## src/rtl/ffa_fir_ctrl_pkg.sv

```systemverilog
// Shared definitions for the 2-parallel fast-FIR sequencer: state encoding,
// flush length and the coefficient tap-slice helper.
package ffa_fir_ctrl_pkg;

   typedef enum logic [1:0] {
      ST_IDLE  = 2'd0,
      ST_LOAD  = 2'd1,
      ST_FLUSH = 2'd2,
      ST_RUN   = 2'd3
   } state_t;

   // Zeros needed to push every stale sample out of the sub-filters and the post-adders.
   function automatic int flush_len(input int nr_stages, input int pipe_lat);
      return pipe_lat + nr_stages / 2;
   endfunction

   // LSB position of a tap inside the flat coefficient bus.
   function automatic int tap_lsb(input int tap, input int dwidth);
      return tap * dwidth;
   endfunction

endpackage

```

## src/rtl/ffa_coef_bank.sv

```systemverilog
// Shadow/active coefficient bank: taps are written one at a time into the
// shadow copy and handed to the datapath in a single commit.
module ffa_coef_bank
   import ffa_fir_ctrl_pkg::*;
#(
   parameter int NR_STAGES = 32,
   parameter int DWIDTH    = 16,
   parameter int IWIDTH    = $clog2(NR_STAGES),
   parameter int CWIDTH    = NR_STAGES * DWIDTH
) (
   input  logic              clk,
   input  logic              rst,
   input  logic              clr_i,
   input  logic              wr_en_i,
   input  logic [IWIDTH-1:0] wr_idx_i,
   input  logic [DWIDTH-1:0] wr_data_i,
   input  logic              commit_i,
   output logic [CWIDTH-1:0] h_o
);

   logic [CWIDTH-1:0] shadow_q;
   logic [CWIDTH-1:0] shadow_d;
   logic [CWIDTH-1:0] active_q;

   // shadow_d already contains the beat being written, so a commit on the
   // last beat picks it up in the same edge.
   generate
      for (genvar gi = 0; gi < NR_STAGES; gi++) begin : g_tap
         localparam int LSB = tap_lsb(gi, DWIDTH);
         assign shadow_d[LSB +: DWIDTH] = (wr_en_i && (wr_idx_i == IWIDTH'(gi)))
                                          ? wr_data_i : shadow_q[LSB +: DWIDTH];
      end
   endgenerate

   always_ff @(posedge clk) begin
      if (rst) begin
         shadow_q <= '0;
         active_q <= '0;
      end else begin
         if (clr_i)
            shadow_q <= '0;
         else
            shadow_q <= shadow_d;
         if (commit_i)
            active_q <= shadow_d;
      end
   end

   assign h_o = active_q;

endmodule

```

## src/rtl/ffa_fir_ctrl.sv

```systemverilog
// Sequencer for the 2-parallel fast-FIR datapath: coefficient reload, atomic
// commit, history flush, enable-gated sample streaming and result-valid tracking.
module ffa_fir_ctrl
   import ffa_fir_ctrl_pkg::*;
#(
   parameter int NR_STAGES = 32,
   parameter int DWIDTH    = 16,
   parameter int DDWIDTH   = 2 * DWIDTH,
   parameter int CWIDTH    = NR_STAGES * DWIDTH,
   parameter int PIPE_LAT  = 4
) (
   input  logic               clk,
   input  logic               rst,
   input  logic               cfg_start,
   input  logic               cfg_valid,
   input  logic [DWIDTH-1:0]  cfg_data,
   output logic               cfg_ready,
   input  logic               s_valid,
   input  logic [DDWIDTH-1:0] s_data,
   output logic               s_ready,
   output logic [DDWIDTH-1:0] dp_data,
   output logic               dp_en,
   output logic [CWIDTH-1:0]  h_out,
   output logic               dp_result_valid,
   output logic               coef_loaded,
   output logic               busy
);

   localparam int IWIDTH = $clog2(NR_STAGES);
   localparam int FLEN   = flush_len(NR_STAGES, PIPE_LAT);
   localparam int FCW    = $clog2(FLEN + 1);

   state_t               state_q, state_d;
   logic [IWIDTH-1:0]    idx_q;
   logic [FCW-1:0]       flush_cnt_q;
   logic [PIPE_LAT-1:0]  tok_q;
   logic                 dp_tok_q;
   logic                 dp_en_q;
   logic [DDWIDTH-1:0]   dp_data_q;
   logic                 coef_loaded_q;

   logic beat, last_beat, commit, accept;

   assign beat      = (state_q == ST_LOAD) && cfg_valid;
   assign last_beat = (idx_q == IWIDTH'(NR_STAGES - 1));
   assign commit    = beat && last_beat;
   assign accept    = (state_q == ST_RUN) && s_valid;

   always_comb begin
      state_d = state_q;
      unique case (state_q)
         ST_IDLE:  if (cfg_start) state_d = ST_LOAD;
         ST_LOAD:  if (commit) state_d = ST_FLUSH;
         ST_FLUSH: if (flush_cnt_q == FCW'(FLEN - 1)) state_d = ST_RUN;
         ST_RUN:   if (cfg_start) state_d = ST_LOAD;
         default:  state_d = ST_IDLE;
      endcase
   end

   always_ff @(posedge clk) begin
      if (rst) begin
         state_q       <= ST_IDLE;
         idx_q         <= '0;
         flush_cnt_q   <= '0;
         tok_q         <= '0;
         dp_tok_q      <= 1'b0;
         dp_en_q       <= 1'b0;
         dp_data_q     <= '0;
         coef_loaded_q <= 1'b0;
      end else begin
         state_q <= state_d;

         if ((state_d == ST_LOAD) && (state_q != ST_LOAD))
            idx_q <= '0;
         else if (beat && !last_beat)
            idx_q <= idx_q + IWIDTH'(1);

         if (state_q == ST_FLUSH)
            flush_cnt_q <= flush_cnt_q + FCW'(1);
         else
            flush_cnt_q <= '0;

         // Flush cycles drive zeros with a zero token; real samples carry a one.
         dp_en_q  <= (state_d == ST_FLUSH) || accept;
         dp_tok_q <= accept;
         if (state_d == ST_FLUSH)
            dp_data_q <= '0;
         else if (accept)
            dp_data_q <= s_data;

         if (commit)
            tok_q <= '0;
         else if (dp_en_q)
            tok_q <= {tok_q[PIPE_LAT-2:0], dp_tok_q};

         if ((state_q == ST_FLUSH) && (state_d == ST_RUN))
            coef_loaded_q <= 1'b1;
      end
   end

   ffa_coef_bank #(
      .NR_STAGES (NR_STAGES),
      .DWIDTH    (DWIDTH),
      .IWIDTH    (IWIDTH),
      .CWIDTH    (CWIDTH)
   ) u_bank (
      .clk       (clk),
      .rst       (rst),
      .clr_i     ((state_d == ST_LOAD) && (state_q != ST_LOAD)),
      .wr_en_i   (beat),
      .wr_idx_i  (idx_q),
      .wr_data_i (cfg_data),
      .commit_i  (commit),
      .h_o       (h_out)
   );

   assign cfg_ready       = (state_q == ST_LOAD);
   assign s_ready         = (state_q == ST_RUN);
   assign busy            = (state_q == ST_LOAD) || (state_q == ST_FLUSH);
   assign dp_en           = dp_en_q;
   assign dp_data         = dp_data_q;
   assign dp_result_valid = dp_en_q && tok_q[PIPE_LAT-1];
   assign coef_loaded     = coef_loaded_q;

endmodule

```

## config.mk

```make
export PLATFORM = sky130hd
export DESIGN_NAME = ffa_fir_ctrl
export DESIGN_NICKNAME = d
export VERILOG_FILES = /design/src/rtl/ffa_fir_ctrl_pkg.sv /design/src/rtl/ffa_coef_bank.sv /design/src/rtl/ffa_fir_ctrl.sv
export SDC_FILE = /design/constraint.sdc
export NUM_CORES = 2
export LEC_CHECK = 0
export ABC_AREA = 1
export ABC_CLOCK_PERIOD_IN_PS = 4900
export CAP_MARGIN = 20
export CORE_MARGIN = 8
export CORE_UTILIZATION = 47
export CTS_CLUSTER_DIAMETER = 80
export CTS_CLUSTER_SIZE = 10
export DETAILED_ROUTE_END_ITERATION = 8
export GPL_TIMING_DRIVEN = 0
export PLACE_DENSITY_LB_ADDON = 0.1
export REMOVE_ABC_BUFFERS = 1
export SETUP_SLACK_MARGIN = 0.15
export SLEW_MARGIN = 20
export SYNTH_ARGS = -nofsm -noshare
export SYNTH_HDL_FRONTEND = slang
export SYNTH_SLANG_ARGS = --single-unit
```

## constraint.sdc

```tcl
create_clock -name clk -period 4.9 [get_ports clk]
set_clock_uncertainty 0.15 [all_clocks]
set_input_delay 1.47 -clock clk [delete_from_list [all_inputs] [get_ports clk]]
set_output_delay 1.47 -clock clk [all_outputs]
set_load 0.1 [all_outputs]
```

---- Yosys cells after proc, flatten, opt, wreduce, memory -nomap -nowiden ----
Index checks and enable logic that the tools add are counted.
word-level totals
  word-level logic and storage cells ...... 136
  register bits ........................... 1,075
  output and inout bits ................... 550
cells by class
  equality and inequality tests ........... 39
  reductions and logical operators ........ 48
  bitwise operators ....................... 1
  muxes and demuxes ....................... 36
  add/subtract/negate cells ............... 2
operators with widths
  kind                                                                   number
  16-bit two-way mux                                                     32
  5-bit equality test, second input constant                             17
  5-bit by 4-bit equality test with 1-bit output, second input constant  8
  1-bit logical AND                                                      38
  5-bit by 3-bit equality test with 1-bit output, second input constant  4
  5-bit by 1-bit adder with 5-bit output, second input constant          2
  5-bit by 2-bit equality test with 1-bit output, second input constant  2
  2-bit OR reduction                                                     5
  2-bit equality test, second input constant                             4
  2-bit two-way mux                                                      3
  2-bit one-hot mux with 3 select lines                                  1
  5-bit by 1-bit equality test with 1-bit output, second input constant  1
  5-bit logical NOT                                                      1
  2-bit by 1-bit equality test with 1-bit output, second input constant  2
  2-bit logical NOT                                                      1
  1-bit logical OR                                                       2
  2-bit by 1-bit != test with 1-bit output, second input constant        1
  1-bit logical NOT                                                      1
  1-bit NOT                                                              1

---- Logic depth before layout (Yosys ltp) ----
  word-level depth ........................ 8
  gate-level depth with buffers ........... 13
  gate-level depth less buffers ........... 11

---- Hierarchy ----
Synthesis repeated with hierarchy kept, for this count alone.
unflattened totals
  cells, all modules ...................... 5,870
  area total of the unflattened synthesis .. 42,110.4 µm²
by module, submodules not included
  module         instances  area an instance (µm²)  cells each
  ffa_coef_bank  1          39,892.0                5,613
  ffa_fir_ctrl   1          2,218.4                 257

---- Worst setup path after synthesis ----
Ideal clock, no wire load.
  kind .................................... register -> output
  start ................................... register dp_en_q (netlist: dp_en)
  end ..................................... output dp_result_valid
  stages on the path, launching flop included .. 3
  setup slack ............................. 1,540 ps
  arrival ................................. 1,740 ps
  data required time ...................... 3,280 ps
  cells stage by stage .................... dfxtp_1 -> nand2_1 -> inv_1
on the way
  longest elaborated chain between the ends .. 1
RTL lines
  item                      line                 RTL
  start: declaration        ffa_fir_ctrl.sv:38   logic dp_en_q;
  start signal: assignment  ffa_fir_ctrl.sv:84   dp_en_q <= (state_d == ST_FLUSH) || accept;
  1-bit logical AND         ffa_fir_ctrl.sv:122  assign dp_result_valid = dp_en_q && tok_q[PIPE_LAT-1];
  end: declaration          ffa_fir_ctrl.sv:24   output logic dp_result_valid,
Every way passes these cells.

---- Worst setup path after layout ----
  start ................................... input cfg_valid
  end ..................................... register u_bank.shadow_q[354]
on the way
  longest elaborated chain between the ends .. 7
  elaborated cells on any way between the ends .. 9
  those cells by class .................... eq/ne (1); mux (3); reduce/logical (5)
RTL lines
  item                                            line                 RTL
  start: declaration                              ffa_fir_ctrl.sv:15   input logic cfg_valid,
  1-bit logical AND (*)                           ffa_fir_ctrl.sv:44   assign beat = (state_q == ST_LOAD) && cfg_valid;
  1-bit logical AND                               ffa_fir_ctrl.sv:46   assign commit = beat && last_beat;
  2-bit two-way mux                               ffa_fir_ctrl.sv:53   ST_LOAD: if (commit) state_d = ST_FLUSH;
  2-bit one-hot mux with 3 select lines           ffa_fir_ctrl.sv:51   unique case (state_q)
  2-bit by 1-bit equality test with 1-bit output  ffa_fir_ctrl.sv:109  .clr_i ((state_d == ST_LOAD) && (state_q != ST_LOAD)),
  1-bit logical AND                               ffa_fir_ctrl.sv:109
  2-bit OR reduction (no source line)             --
  end signal: assignment                          ffa_coef_bank.sv:43  shadow_q <= shadow_d;
  end: declaration                                ffa_coef_bank.sv:21  logic [CWIDTH-1:0] shadow_q;
Every way passes the cells marked *; elsewhere a longest branch is shown, timed or not.
A chain may end at the register's enable or synchronous reset.

==> qor.yml <==
worst_setup_path:
  required_ps: 5290
  path_cells: "clkdlybuf4s50_1 -> nand3_4 -> buf_12 -> buf_12 -> inv_2 -> o21ai_1 -> nand3_1 -> nand2_4 -> buf_12 -> buf_16 -> buf_12 -> buf_12 -> nor2_1"
  crit_path_frequent_cell: "buf_12"
  max_stage_delay_ps: 500
  path_class: "primary input to register"
  endpoint_kind: "register"
  cp_slowest_cell: "clkdlybuf4s50_1"
  path_buf_inv: 8
  arrival_ps: 5050
  critPathTopFamily: "buffers and inverters"
  startpoint_type: "primary input"
  crit_path_max_fanout: 54
clock_tree:
  cts-root-buf: "clkbuf_16"
  cts_sinks: 1059
  h-tree-depth: 3
  postCtsHoldBufs: 0
  ctsResizeCount: 0
  path_clk_slew_ps: 50
  cts_tree: "yes"
  clock_latency_ps: 660
  numCtsBuffers: 115
  clk_path_buf_depth: 3
  postCtsSetupBuffers: 0
logic_synthesis:
  synth_cells: 4248
  synth.avg_cell_area_um2: 8.40
  ys_seq_elements: 1059
  yosysSeqAreaShare_pct: 59.4
  yosys_warnings: 0
  synth.distinct_cells: 23
  syn_area_mm2: 0.0357
placement:
  placed_cells: 5500
  port_buffers: 602
  gp_congestion: 0.804
  dp_hpwl_mm: 74.2
sta:
  worstMarginPinSlew_ps: 1160
  hold_ws_ps: 297
  timing.final.crit_share_pct: 95.1
  drv_slew: 0
  slew_headroom_pct: 22.6
  fin_crit_ps: 4660
  rsz0062_at_grt: "true"
  hold_viol: 0
  setup_tns_ps: 0
  fmax_ghz: 0.215
  setup_violations: 0
cells_and_area:
  nNetsFinal: 4704
  seqCellArea_mm2: 0.0212
  layoutNonFillerInstCount: 5622
  drive_gt1_share_pct: 5.45
  multi_input_area_mm2: 0.0127
  fillers: 6721
  diodes: 0
  areaGrowthSynthToFinish_pct: 27.6
global_routing:
  grt_usage_pct: 25.9
  grt_max_degree: 129
  grt_pass1_vias: 28107
  overflow: 0
  antenna_found_initial: 1
  grt_pass1_wl_mm: 174
route:
  drtIter0Drc: 2157
  ant_nets: 0
  wl_mm: 116
  viasPerCell: 5.30
  drc: 0
  vias: 29816
  first_pass_iters: 5
  post_drt_wl_per_cell_um: 20.6
die:
  row_count: 101
  initial_utilization_pct: 47.2
  core_region_area_mm2: 0.0756
  die_area_mm2: 0.0850
  io-pin-count: 603
  dieHeight_um: 291
  die_w_um: 291
power:
  power_density_mw_per_mm2: 400
  irDropWorstVdd_v: 0.000282
  leakagePower_nw: 15.9
outcome:
  status: "complete, no violations"
worst_hold_path:
  hp-class: "register to register"
job:
  drv_cap: 0
==> cell families after synthesis <==
| group | synth area share [%] |
|---|---|
| and+or+nand+nor | 19.3 |
| DFF | 59.4 |
| AOI/OAI and AO/OA | 14.4 |
| buffers and inverters | 5.37 |
| muxes | 1.04 |
| adders and majority gates | 0.386 |
| xor gates and xnor gates | 0.0737 |
==> worst paths after layout <==
| path | startpoint | end | slack (ps) | cells after the start |
|---|---|---|---|---|
| hold reg to reg | flush_cnt_q[0] | flush_cnt_q[0] | 300 | 1 |
| setup / recovery | cfg_valid | u_bank.shadow_q[354] | 240 | 13 |
| hold / removal | flush_cnt_q[0] | flush_cnt_q[0] | 300 | 1 |
| setup reg to reg | idx_q[0] | u_bank.shadow_q[354] | 540 | 16 |
==> area by class of cell <==
cell class / instances / area share, %
sequential: 1059 / 46.6
multi-input combinational: 2736 / 27.9
timing repair buffer: 651 / 15.6
clock buffer: 117 / 6.39
tap: 978 / 2.69
inverter: 77 / 0.690
clock inverter: 4 / 0.157
==> registers in the layout, summed over array words and instances (netlist names) <==
signal and flops:
state_q 2, u_bank.h_o 512, tok_q 4, flush_cnt_q 5
dp_tok_q 1, dp_en 1, coef_loaded 1, dp_data 32
u_bank.shadow_q 496, idx_q 5
==> cell usage in the layout, fill, tap and decap left out <==
master           count
buf_12              27
nand3_1            500
clkinv_16            1
nand3_4              1
nor2_4               7
nand4_1              1
nor2_2               3
a21oi_1            393
buf_8                2
nand3_2              1
inv_4                7
mux2_2              32
inv_2               11
o21ai_0            450
clkbuf_1             1
o21ai_1            180
inv_8                1
clkbuf_16          116
mux2i_1              1
clkdlybuf4s50_1    601
dfxtp_1           1059
nand2_4              2
ha_1                11
buf_6                2
nand2_1            205
inv_1               58
buf_16              18
xor2_1               3
clkinv_8             2
inv_6                1
nand2_2             18
buf_2                1
nor2_1             928
==> per-stage QoR <==
| step | util, % | power, mW | setup slack, ps | cell area [µm²] |
|---|---|---|---|---|
| 5_1_grt | 60.2 | 18.8 | 110 | 45500 |
| 2_1_floorplan | - | 9.89 | -12160 | 34000 |
| 3_3_place_gp | 54.6 | 10.4 | -30840 | 41300 |
| 3_5_place_dp | 56.2 | 11.1 | -465 | 42500 |
| 4_1_cts | 60.2 | 18.3 | 236 | 45500 |
| 6_report | 60.2 | 18.2 | 239 | 45500 |
==> Yosys cell counts <==
library cell / number / share of area (%)
mux2_2: 32 / 1.0
dfxtp_1: 1059 / 59
nand4_1: 1 / 0.018
nand2_1: 224 / 2.4
buf_6: 11 / 0.35
o21ai_1: 180 / 2.5
nand2_2: 1 / 0.018
nor2_4: 1 / 0.032
mux2i_1: 1 / 0.028
inv_1: 74 / 0.78
buf_4: 8 / 0.17
buf_1: 35 / 0.37
o21ai_0: 450 / 6.3
nor2_2: 1 / 0.018
nor2_1: 936 / 9.8
ha_1: 11 / 0.39
clkbuf_1: 241 / 2.5
xor2_1: 3 / 0.074
nand3_1: 501 / 7.0
nand3_2: 1 / 0.028
buf_2: 81 / 1.1
inv_2: 3 / 0.032
a21oi_1: 393 / 5.5
==> where the power goes <==
group | switching [mW] | internal (mW)
registers | 0.0325 | 8.66
logic | 1.66 | 0.512
clock network | 3.20 | 4.14
total | 4.89 | 13.3
==> per-layer routing <==
metal | wire (µm) | global-route usage [%] | vias up
met5 | 10 | 0 | -
met2 | 55700 | 43.8 | 739
met1 | 49200 | 32.2 | 14125
met3 | 7100 | 6.32 | 200
met4 | 3880 | 8.69 | 2
li1 | - | - | 14750
Power figures use the tool's default switching activity.
